**config.mk**
```make
export PLATFORM = sky130hd
export DESIGN_NAME = mc_control
export DESIGN_NICKNAME = d
export VERILOG_FILES = /design/src/rtl/riscv_pkg.sv /design/src/rtl/alu_decoder.sv /design/src/rtl/mc_control.sv
export SDC_FILE = /design/constraint.sdc
export NUM_CORES = 1
export LEC_CHECK = 0
export ABC_AREA = 1
export CAP_MARGIN = 20
export CORE_MARGIN = 5
export CORE_UTILIZATION = 45
export CTS_CLUSTER_SIZE = 10
export DETAILED_ROUTE_END_ITERATION = 8
export PLACE_DENSITY = 0.89
export SLEW_MARGIN = 5
export SYNTH_ARGS = -nofsm -noshare
export SYNTH_HDL_FRONTEND = slang
export SYNTH_SLANG_ARGS = --single-unit
```
**constraint.sdc**
```tcl
create_clock -name clk -period 3.6 [get_ports clk]
set_input_delay 0.72 -clock clk [delete_from_list [all_inputs] [get_ports clk]]
set_output_delay 0.72 -clock clk [all_outputs]
set_load 0.05 [all_outputs]
```
**src/rtl/riscv_pkg.sv**
```systemverilog
// Shared encodings for the multicycle RISC-V control path: FSM states, opcodes,
// ALU control codes, ALU op classes and datapath mux selects.
package riscv_pkg;

  typedef enum logic [3:0] {
    S_FETCH    = 4'd0,
    S_DECODE   = 4'd1,
    S_MEMADR   = 4'd2,
    S_MEMREAD  = 4'd3,
    S_MEMWB    = 4'd4,
    S_MEMWRITE = 4'd5,
    S_EXECR    = 4'd6,
    S_EXECI    = 4'd7,
    S_ALUWB    = 4'd8,
    S_BEQ      = 4'd9,
    S_JAL      = 4'd10
  } state_t;

  localparam logic [6:0] OP_LOAD  = 7'b0000011;
  localparam logic [6:0] OP_STORE = 7'b0100011;
  localparam logic [6:0] OP_RTYPE = 7'b0110011;
  localparam logic [6:0] OP_ITYPE = 7'b0010011;
  localparam logic [6:0] OP_BEQ   = 7'b1100011;
  localparam logic [6:0] OP_JAL   = 7'b1101111;

  localparam logic [3:0] ALU_AND = 4'b0000;
  localparam logic [3:0] ALU_OR  = 4'b0001;
  localparam logic [3:0] ALU_ADD = 4'b0010;
  localparam logic [3:0] ALU_SUB = 4'b0110;

  localparam logic [1:0] ALUOP_ADD   = 2'b00;
  localparam logic [1:0] ALUOP_SUB   = 2'b01;
  localparam logic [1:0] ALUOP_FUNCT = 2'b10;

  localparam logic [1:0] SRCA_PC    = 2'b00;
  localparam logic [1:0] SRCA_OLDPC = 2'b01;
  localparam logic [1:0] SRCA_RS1   = 2'b10;

  localparam logic [1:0] SRCB_RS2  = 2'b00;
  localparam logic [1:0] SRCB_IMM  = 2'b01;
  localparam logic [1:0] SRCB_FOUR = 2'b10;

  localparam logic [1:0] RES_ALUOUT = 2'b00;
  localparam logic [1:0] RES_MEM    = 2'b01;
  localparam logic [1:0] RES_ALU    = 2'b10;

  localparam logic [2:0] F3_ADDSUB = 3'b000;
  localparam logic [2:0] F3_OR     = 3'b110;
  localparam logic [2:0] F3_AND    = 3'b111;

endpackage

```
**src/rtl/alu_decoder.sv**
```systemverilog
// Combinational ALU decoder: maps the FSM's op class plus funct fields to an
// aluControl code, flagging funct3 values this core does not implement.
module alu_decoder
  import riscv_pkg::*;
(
  input  logic [1:0] aluOp,
  input  logic [2:0] funct3,
  input  logic       funct7b5,
  input  logic       opb5,
  output logic [3:0] aluControl,
  output logic       illegal
);

  always_comb begin
    aluControl = ALU_ADD;
    illegal    = 1'b0;
    case (aluOp)
      ALUOP_ADD: aluControl = ALU_ADD;
      ALUOP_SUB: aluControl = ALU_SUB;
      ALUOP_FUNCT: begin
        case (funct3)
          // funct7b5 only means subtract for register-register ops
          F3_ADDSUB: aluControl = (opb5 && funct7b5) ? ALU_SUB : ALU_ADD;
          F3_OR:     aluControl = ALU_OR;
          F3_AND:    aluControl = ALU_AND;
          default:   illegal    = 1'b1;
        endcase
      end
      default: illegal = 1'b1;
    endcase
  end

endmodule

```
**src/rtl/mc_control.sv**
```systemverilog
// Multicycle RISC-V control FSM: one state per cycle, memory states wait on memReady.
// Outputs are combinational from state/funct/zero/memReady; reset masks all write enables.
module mc_control
  import riscv_pkg::*;
(
  input  logic       clk,
  input  logic       reset,
  input  logic [6:0] opcode,
  input  logic [2:0] funct3,
  input  logic       funct7b5,
  input  logic       zero,
  input  logic       memReady,
  output logic       pcWrite,
  output logic       irWrite,
  output logic       regWrite,
  output logic       memWrite,
  output logic       adrSrc,
  output logic [1:0] aluSrcA,
  output logic [1:0] aluSrcB,
  output logic [1:0] resultSrc,
  output logic [3:0] aluControl,
  output logic       illegal
);

  state_t     state_q, state_d;
  logic [1:0] alu_op;
  logic       alu_en;
  logic       opb5;
  logic [3:0] dec_ctrl;
  logic       dec_illegal;
  logic       pc_we, ir_we, reg_we, mem_we, ill_raw;

  alu_decoder u_alu_decoder (
    .aluOp      (alu_op),
    .funct3     (funct3),
    .funct7b5   (funct7b5),
    .opb5       (opb5),
    .aluControl (dec_ctrl),
    .illegal    (dec_illegal)
  );

  always_ff @(posedge clk) begin
    if (reset) state_q <= S_FETCH;
    else       state_q <= state_d;
  end

  always_comb begin
    state_d   = state_q;
    pc_we     = 1'b0;
    ir_we     = 1'b0;
    reg_we    = 1'b0;
    mem_we    = 1'b0;
    ill_raw   = 1'b0;
    adrSrc    = 1'b0;
    aluSrcA   = SRCA_PC;
    aluSrcB   = SRCB_RS2;
    resultSrc = RES_ALUOUT;
    alu_op    = ALUOP_ADD;
    alu_en    = 1'b0;
    opb5      = 1'b0;
    case (state_q)
      S_FETCH: begin
        aluSrcB   = SRCB_FOUR;
        resultSrc = RES_ALU;
        alu_en    = 1'b1;
        pc_we     = memReady;
        ir_we     = memReady;
        if (memReady) state_d = S_DECODE;
      end
      S_DECODE: begin
        aluSrcA = SRCA_OLDPC;
        aluSrcB = SRCB_IMM;
        alu_en  = 1'b1;
        case (opcode)
          OP_LOAD, OP_STORE: state_d = S_MEMADR;
          OP_RTYPE:          state_d = S_EXECR;
          OP_ITYPE:          state_d = S_EXECI;
          OP_BEQ:            state_d = S_BEQ;
          OP_JAL:            state_d = S_JAL;
          default: begin
            ill_raw = 1'b1;
            state_d = S_FETCH;
          end
        endcase
      end
      S_MEMADR: begin
        aluSrcA = SRCA_RS1;
        aluSrcB = SRCB_IMM;
        alu_en  = 1'b1;
        state_d = opcode[5] ? S_MEMWRITE : S_MEMREAD;
      end
      S_MEMREAD: begin
        adrSrc = 1'b1;
        if (memReady) state_d = S_MEMWB;
      end
      S_MEMWB: begin
        resultSrc = RES_MEM;
        reg_we    = 1'b1;
        state_d   = S_FETCH;
      end
      S_MEMWRITE: begin
        adrSrc = 1'b1;
        mem_we = 1'b1;
        if (memReady) state_d = S_FETCH;
      end
      S_EXECR, S_EXECI: begin
        aluSrcA = SRCA_RS1;
        aluSrcB = (state_q == S_EXECR) ? SRCB_RS2 : SRCB_IMM;
        alu_op  = ALUOP_FUNCT;
        opb5    = (state_q == S_EXECR);
        alu_en  = 1'b1;
        // unsupported funct3 skips the writeback entirely
        ill_raw = dec_illegal;
        state_d = dec_illegal ? S_FETCH : S_ALUWB;
      end
      S_ALUWB: begin
        reg_we  = 1'b1;
        state_d = S_FETCH;
      end
      S_BEQ: begin
        aluSrcA = SRCA_RS1;
        aluSrcB = SRCB_RS2;
        alu_op  = ALUOP_SUB;
        alu_en  = 1'b1;
        if (funct3 == F3_ADDSUB) pc_we = zero;
        else                     ill_raw = 1'b1;
        state_d = S_FETCH;
      end
      S_JAL: begin
        aluSrcA = SRCA_OLDPC;
        aluSrcB = SRCB_FOUR;
        alu_en  = 1'b1;
        pc_we   = 1'b1;
        state_d = S_ALUWB;
      end
      default: state_d = S_FETCH;
    endcase
  end

  // State reads FETCH during reset, but nothing may be committed in that cycle
  assign pcWrite    = pc_we  & ~reset;
  assign irWrite    = ir_we  & ~reset;
  assign regWrite   = reg_we & ~reset;
  assign memWrite   = mem_we & ~reset;
  assign illegal    = ill_raw & ~reset;
  assign aluControl = alu_en ? dec_ctrl : 4'b0000;

endmodule
```
### Yosys cells after proc, flatten, opt, wreduce, memory -nomap -nowiden

Index checks and enable logic that the tools add are counted.

| word-level totals | value |
|---|---|
| register bits after elaboration | 4 |
| input port bits | 15 |
| output and inout bits | 16 |
| logic and storage cells | 76 |

| cells by class | value |
|---|---|
| equal/unequal tests | 23 |
| muxes and demuxes | 29 |
| bitwise gates (word level) | 6 |
| reductions and logical operators | 17 |

Operators by type and width:

| operator | count |
|---|---|
| case mux 4 bit (7 select lines) | 1 |
| 2-to-1 mux 4 bit | 5 |
| case mux 4 bit (5 select lines) | 1 |
| == test 4 x 3 -> 1 bit (second input constant) | 4 |
| OR reduction 2 bit | 8 |
| == test 7 x 6 -> 1 bit (second input constant) | 2 |
| == test 7 bit (second input constant) | 2 |
| == test 4 bit (second input constant) | 3 |
| case mux 2 bit (2 select lines) | 3 |
| case mux 4 bit (3 select lines) | 1 |
| 2-to-1 mux 1 bit | 11 |
| == test 4 x 2 -> 1 bit (second input constant) | 2 |
| case mux 4 bit (2 select lines) | 1 |
| == test 7 x 2 -> 1 bit (second input constant) | 1 |
| == test 7 x 5 -> 1 bit (second input constant) | 1 |
| OR reduction 7 bit | 1 |
| == test 3 bit (second input constant) | 2 |
| 2-to-1 mux 3 bit | 2 |
| != test 2 bit (second input constant) | 3 |
| case mux 1 bit (3 select lines) | 2 |
| case mux 2 bit (3 select lines) | 1 |
| OR reduction 6 bit | 1 |
| AND 1 bit | 5 |
| == test 4 x 1 -> 1 bit (second input constant) | 1 |
| other kinds (11) | 11 |

### Longest topological paths before layout

Gate-level depths: netlist of run 1.

| depth | value |
|---|---|
| depth in word-level cells | 8 |
| mapped depth | 13 |
| depth with buffers taken out | 13 |

### By module

Synthesis of run 1 repeated with hierarchy kept, for this count alone.

| unflattened totals | value |
|---|---|
| cells, all modules | 130 |
| area, all modules | 670.6 sq um |

Modules (own cells, without submodules):

| module | instances | cells each | area each (sq um) | seq. area each (sq um) |
|---|---|---|---|---|
| mc_control | 1 | 106 | 543.0 | 80.1 |
| alu_decoder | 1 | 24 | 127.6 | 0.0 |

### Worst setup path after synthesis of run 1

OpenSTA, ideal clock, no wires.

| timing | value |
|---|---|
| path type | register -> output |
| from | reg state_q[1] |
| to | out illegal |
| data arrival time | 2,031 ps |
| data required time | 2,880 ps |
| setup slack | 849 ps |
| stages on the path, launching flop included | 14 |
| buffers on the path | 0 |
| cells stage by stage | dfxtp_1 inv_2 nor2_2 inv_2 nor2_4 ha_1 inv_1 a21oi_1 nand2_1 nand2_1 nand2_1 nand2_1 nor2_1 nor2_1 |

| on the way | value |
|---|---|
| longest elaborated chain between the ends | 8 |
| elaborated cells between the ends (all ways) | 13 |
| those cells by class | 6 x eq/ne; 3 x mux; 1 x bitwise; 3 x reduce/logical |

Ends and longest elaborated chain:

| item | RTL line | text |
|---|---|---|
| from (decl) | mc_control.sv:25 | `state_t state_q, state_d;` |
| from (signal assigned) | mc_control.sv:44 | `else state_q <= state_d;` |
| == test 4 x 3 -> 1 bit | mc_control.sv:61 | `case (state_q)` |
| OR reduction 2 bit | - |  |
| case mux 2 bit (2 select lines) | mc_control.sv:61 |  |
| == test 2 x 1 -> 1 bit / zero test 2 bit (equally long branches) | alu_decoder.sv:17 | `case (aluOp)` |
| OR reduction 2 bit (no source line) | - |  |
| case mux 1 bit (2 select lines) | alu_decoder.sv:17 |  |
| case mux 1 bit (3 select lines) * | mc_control.sv:61 |  |
| AND 1 bit * | mc_control.sv:145 | `assign illegal = ill_raw & ~reset;` |
| to (decl) | mc_control.sv:22 | `output logic illegal` |

Every way passes the cells marked *; elsewhere a longest branch is shown, timed or not.

### Worst setup path in the final report of run 1

| timing | value |
|---|---|
| from | reg state_q[1] |
| to | out aluControl[2] |

| on the way | value |
|---|---|
| longest elaborated chain between the ends | 8 |
| elaborated cells between the ends (all ways) | 19 |
| those cells by class | 8 x eq/ne; 7 x mux; 4 x reduce/logical |

Ends and longest elaborated chain:

| item | RTL line | text |
|---|---|---|
| == test 4 x 3 -> 1 bit, on equally long branches | mc_control.sv:61, mc_control.sv:110 |  |
| OR reduction 2 bit | - |  |
| 2-to-1 mux 1 bit | mc_control.sv:61 |  |
| logical AND 1 bit | alu_decoder.sv:23 | `F3_ADDSUB: aluControl = (opb5 && funct7b5) ? ALU_SUB : ALU_ADD;` |
| 2-to-1 mux 3 bit | alu_decoder.sv:23 |  |
| case mux 4 bit (3 select lines) | alu_decoder.sv:21 | `case (funct3)` |
| case mux 4 bit (2 select lines) | alu_decoder.sv:17 |  |
| 2-to-1 mux 4 bit * | mc_control.sv:146 | `assign aluControl = alu_en ? dec_ctrl : 4'b0000;` |
| to (decl) | mc_control.sv:21 | `output logic [3:0] aluControl,` |

Marked as above.

==> results of run 1 <==
[area by class of cell]
type                            count  share of cell area, %
Tap cell                           16                   1.93
Sequential cell                     4                   7.74
Inverter                           22                   7.98
Timing Repair Buffer               29                   27.8
Clock buffer                        3                   2.18
Multi-Input combinational cell    104                   52.4
[cell families after synthesis]
| logic type | Yosys count | synth area share [%] |
|---|---|---|
| DFF | 4 | 11.1 |
| AOI/OAI and AO/OA | 9 | 7.48 |
| buffers and inverters | 24 | 13.6 |
| other | 1 | 0.521 |
| and+or+nand+nor | 91 | 62.1 |
| adders and majority gates | 3 | 5.22 |
[metal layers]
layer,up-vias,global-route usage [%]
li1,477,-
met1,367,16.9
met2,18,26.6
met3,0,1.81
met4,0,6.55
met5,-,0
[layout by cell type (no fill, tap or decap), drive strengths merged]
cell type / instances
nand4: 2
inv: 22
a211oi: 1
clkdlybuf4s50: 28
o211ai: 1
nand2: 41
a31oi: 1
clkbuf: 3
dfxtp: 4
nor3: 3
nand3b: 1
nand3: 16
conb: 1
o21ai: 2
ha: 3
nor2: 28
a21oi: 3
buf: 1
o31ai: 1
[where the power goes]
part           internal, W  switching (W)
logic            0.0000411      0.0000687
registers        0.0000460     0.00000364
clock network    0.0000373      0.0000178
total             0.000124      0.0000901
[synth_stat cells, types with 2 or more instances]
| cell | instances |
|---|---|
| nand4_1 | 2 |
| nand3_1 | 14 |
| nor2_2 | 6 |
| nor2_1 | 18 |
| dfxtp_1 | 4 |
| nand2_1 | 36 |
| ha_1 | 3 |
| inv_2 | 8 |
| nor3_1 | 2 |
| nand2_2 | 5 |
| nand3_2 | 2 |
| nor2_4 | 4 |
| buf_4 | 2 |
| a21oi_1 | 3 |
| inv_1 | 14 |
[critical path, delay by kind of cell (launching register included)]
family / cells / cell delay, ps
adders and majority gates: 1 / 200
buffers and inverters: 3 / 960
DFF: 1 / 410
and+or+nand+nor: 7 / 610
AOI/OAI and AO/OA: 1 / 90
[per-stage QoR]
stage | total power (W) | cell area, um^2 | utilization (%)
after floorplan | 0.000122 | 719 | -
after global placement | 0.000159 | 1010 | 67.2
after detailed placement | 0.000160 | 1010 | 67.2
after CTS | 0.000219 | 1030 | 68.7
after global routing | 0.000228 | 1030 | 68.7
final | 0.000214 | 1030 | 68.7
[worst paths after layout]
kind / slack (ps) / end / start
worst max-delay path: 370 / aluControl[2] / state_q[1]$_SDFFE_PP0P_
worst min-delay path: 630 / state_q[0]$_SDFFE_PP0P_ / state_q[0]$_SDFFE_PP0P_
worst max register to register: 1840 / state_q[3]$_SDFFE_PP0P_ / state_q[1]$_SDFFE_PP0P_
worst min register to register: 630 / state_q[0]$_SDFFE_PP0P_ / state_q[0]$_SDFFE_PP0P_
==> flow_summary.yaml, run 1 <==
drt:
  wl_met1_um: 820
  ant_nets: 0
  wl_met3_um: 82
  drt_iter0_markers: 6
  wirelength_mm: 1.82
  wl_per_cell_um: 10.2
  first_pass_iters: 4
  viasPerCell: 4.84
  drc: 0
  dr.max_layer_used: "met3"
  dr_total_vias: 862
  dr_wl_met2_um: 919
logic_synthesis:
  synth_nets: 150
  avgSynthCellArea_um2: 5.45
  synth_area_leaders: "nand2_1, dfxtp_1, nand3_1"
  syn_area_um2: 719
  synth.distinct_cells: 24
  synth_seq_cells: 4
  netlist.area_leader.share_pct: 18.8
  synth_cells: 132
  synth_top_cell_by_area: "nand2_1"
  yosysSeqAreaShare_pct: 11.1
  yosys_most_used_dff: "dfxtp_1"
  synth_enable_flop_cells: 0
  synthArstFlopShare_pct: 0
  ys_warn_count: 0
cells_and_area:
  largest_reg_flops: 4
  drive_above_1_share_pct: 18.5
  fin_cells: 178
  antenna_cells: 0
  multi_input_area_um2: 542
  syn_to_final_growth_pct: 43.8
  seq_area_um2: 80.1
  nets: 182
  top_regs: "state_q (4)"
  fillers: 143
  top_register: "state_q"
floorplan:
  fp.coreArea_um2: 1510
  initial_core_util_pct: 47.8
  die_w_um: 50.0
  num_rows: 14
  ios: 31
  die-area_um2: 2500
  die_h_um: 50.0
worst_setup_path:
  cp-end-kind: "output port"
  slowest_delay_ps: 800
  r2r.worst_path.cells: 12
  start_kind: "flop"
  required_ps: 2880
  arrival_ps: 2510
  worstPathCellList: "inv_2 > nor2_2 > inv_2 > nor2_4 > ha_1 > nand2_1 > nor2_1 > nand2_1 > nor2_1 > o21ai_0 > nor2_2 > clkdlybuf4s50_1"
  worstSetupPathType: "flop to output port"
  slowest_stage: "clkdlybuf4s50_1"
  cp_max_fo: 6
place:
  placedCellCount: 175
  port_buffers: 29
  dpl.hpwl_mm: 1.61
  routabilityCongestion: 0.830
  pre_cts_slack_ps: 410
timing:
  rsz0062_at_grt: "no"
  fmax_ghz: 0.310
  finalWorstPathRequiredPeriod_ps: 3230
  fin_skew_ps: 2.00
  setup_ws_ps: 374
  finalHoldViolCount: 0
  finalSetupViolCount: 0
  tns_ps: 0
  worst_slew_pin_slew_ps: 506
  max-slew-margin-rel_pct: 66.1
  whs_ps: 627
  min_period_over_period_pct: 89.6
  slew_viol_final: 0
global_route:
  antenna_found_initial: 0
  overflow: 0
  grt_pass1_vias: 782
  grt_pass1_wl_mm: 3.07
  grt_max_degree: 10
  grtUsageTotal_pct: 14.8
cts:
  htree_num_levels: 1
  clock_sinks: 4
  clock_tree.root_cell: "clkbuf_4"
  post_cts_buffers: 0
  cts_resized: 0
  insertion_delay_ps: 230
  cts.clk_slew.worst_paths_ps: 40
  holdBufCountCts: 0
  cts_tree: "yes"
  numCtsBuffers: 3
  clock_tree.buffer_depth: 2
run:
  drv_cap: 0
power_and_ir_drop:
  p_leak_nw: 0.487
  powerDensity_nw_per_um2: 207
  peakVddDrop_uv: 164
min_path:
  hp-class: "flop to flop"
  min_path_cells: 2
outcome:
  outcome: "finished clean"
(Power assumes the default switching activity.)
==> run 2: changes to the inputs <==
Settings changed: CTS_BUF_LIST set to sky130_fd_sc_hd__clkbuf_16.
==> flow_summary.yaml, run 2 (synthesized netlist as in run 1, its figures left out) <==
drt:
  wl_met3_um: 69
  viasPerCell: 4.88
  dr_total_vias: 868
  dr.max_layer_used: "met4"
  first_pass_iters: 4
  ant_nets: 0
  drt_iter0_markers: 5
  wirelength_mm: 1.83
  wl_met1_um: 843
  wl_per_cell_um: 10.3
  drc: 0
  dr_wl_met2_um: 892
timing:
  tns_ps: 0
  fin_skew_ps: 0.833
  rsz0062_at_grt: "no"
  min_period_over_period_pct: 89.3
  worst_slew_pin_slew_ps: 504
  finalHoldViolCount: 0
  fmax_ghz: 0.311
  slew_viol_final: 0
  finalWorstPathRequiredPeriod_ps: 3220
  finalSetupViolCount: 0
  max-slew-margin-rel_pct: 66.3
global_route:
  grtUsageTotal_pct: 14.9
  grt_pass1_vias: 787
  antenna_found_initial: 0
  overflow: 0
  grt_pass1_wl_mm: 3.06
  grt_max_degree: 10
cells_and_area:
  largest_reg_flops: 4
  final_util_pct: 72.2
  layout_commonest_cell: "nand2_1"
  antenna_cells: 0
  fillers: 133
  final_cell_area_um2: 1090
  top_regs: "state_q (4)"
  syn_to_final_growth_pct: 51.1
  fin_cells: 178
  drive_above_1_share_pct: 18.5
  nets: 182
  top_register: "state_q"
  mostFrequentLayoutCells: "nand2_1, clkdlybuf4s50_1, nor2_1"
cts:
  numCtsBuffers: 3
  cts_resized: 0
  htree_num_levels: 1
  clock_tree.root_cell: "clkbuf_16"
  cts.clk_slew.worst_paths_ps: 30
  clock_sinks: 4
  holdBufCountCts: 0
  cts_tree: "yes"
  post_cts_buffers: 0
  clock_tree.buffer_depth: 2
  insertion_delay_ps: 220
outcome:
  outcome: "finished clean"
worst_setup_path:
  slowest_delay_ps: 800
  required_ps: 2880
  worstPathCellList: "inv_2 > nor2_2 > inv_2 > nor2_4 > ha_1 > nand2_1 > nor2_1 > nand2_1 > nor2_1 > o21ai_0 > nor2_2 > clkdlybuf4s50_1"
  arrival_ps: 2500
  cp-end-kind: "output port"
  slowest_stage: "clkdlybuf4s50_1"
  worstSetupPathType: "flop to output port"
  cp_max_fo: 6
  start_kind: "flop"
floorplan:
  num_rows: 14
  die-area_um2: 2500
  ios: 31
  initial_core_util_pct: 47.8
  fp.coreArea_um2: 1510
  die_h_um: 50.0
  die_w_um: 50.0
place:
  placedCellCount: 175
  dpl.hpwl_mm: 1.61
  routabilityCongestion: 0.830
  place_area_um2: 1010
  port_buffers: 29
min_path:
  hp-class: "flop to flop"
power_and_ir_drop:
  peakVddDrop_uv: 332
  p_leak_nw: 0.510
  powerDensity_nw_per_um2: 305
run:
  drv_cap: 0
-- run 2: cell types whose count changed in the layout (fill, tap and decap cells not counted) --
cell       previous run  this run
clkbuf_16             0         3
clkbuf_4              3         0
-- run 2: worst max-delay path: cells and delay by family (launching register included) --
family	cells	cell delay (ps)
AND/OR/NAND/NOR	7	610
flip-flops	1	410
AO/OA/AOI/OAI	1	90
buffers and inverters	3	960
adder cells (fa/ha/maj)	1	200
-- run 2: path summary, 6_finish.rpt --
check	depth (start not counted)	slack [ps]	to	from
setup / recovery	12	380	aluControl[2]	state_q[1]$_SDFFE_PP0P_
hold reg to reg	2	630	state_q[0]$_SDFFE_PP0P_	state_q[0]$_SDFFE_PP0P_
setup reg to reg	12	1840	state_q[3]$_SDFFE_PP0P_	state_q[1]$_SDFFE_PP0P_
hold / removal	2	630	state_q[0]$_SDFFE_PP0P_	state_q[0]$_SDFFE_PP0P_
-- run 2: power breakdown --
group	switching, W	total [W]	internal (W)	leakage (nW)
logic	0.0000687	0.000110	0.0000411	0.441
registers	0.00000363	0.0000497	0.0000461	0.0325
clock network	0.0000305	0.000172	0.000142	0.0370
total	0.000103	0.000332	0.000229	0.510
-- run 2: final cells by class --
type                       instances  area [um^2]  share of cell area [%]
clock buffer                       3         75.1                    6.90
sequential                         4         80.1                    7.36
multi-input combinational        104          542                    49.8
timing repair buffer              29          288                    26.5
tap                               16         20.0                    1.84
inverter                          22         82.6                    7.59
-- run 2: through the flow --
step / power (W) / setup slack (ps) / hold WS (ps)
final: 0.000332 / 384 / 625
after global routing: 0.000346 / 188 / 668
after CTS: 0.000335 / 364 / 627
after detailed placement: 0.000160 / 410 / 624
after global placement: 0.000159 / 424 / 617
after floorplan: 0.000122 / 849 / 603
-- run 2: per-layer routing --
metal | track usage, % | vias up
met5 | 0 | -
met4 | 9.17 | 0
met3 | 0.602 | 2
met2 | 25.7 | 20
met1 | 17.5 | 370
li1 | - | 476
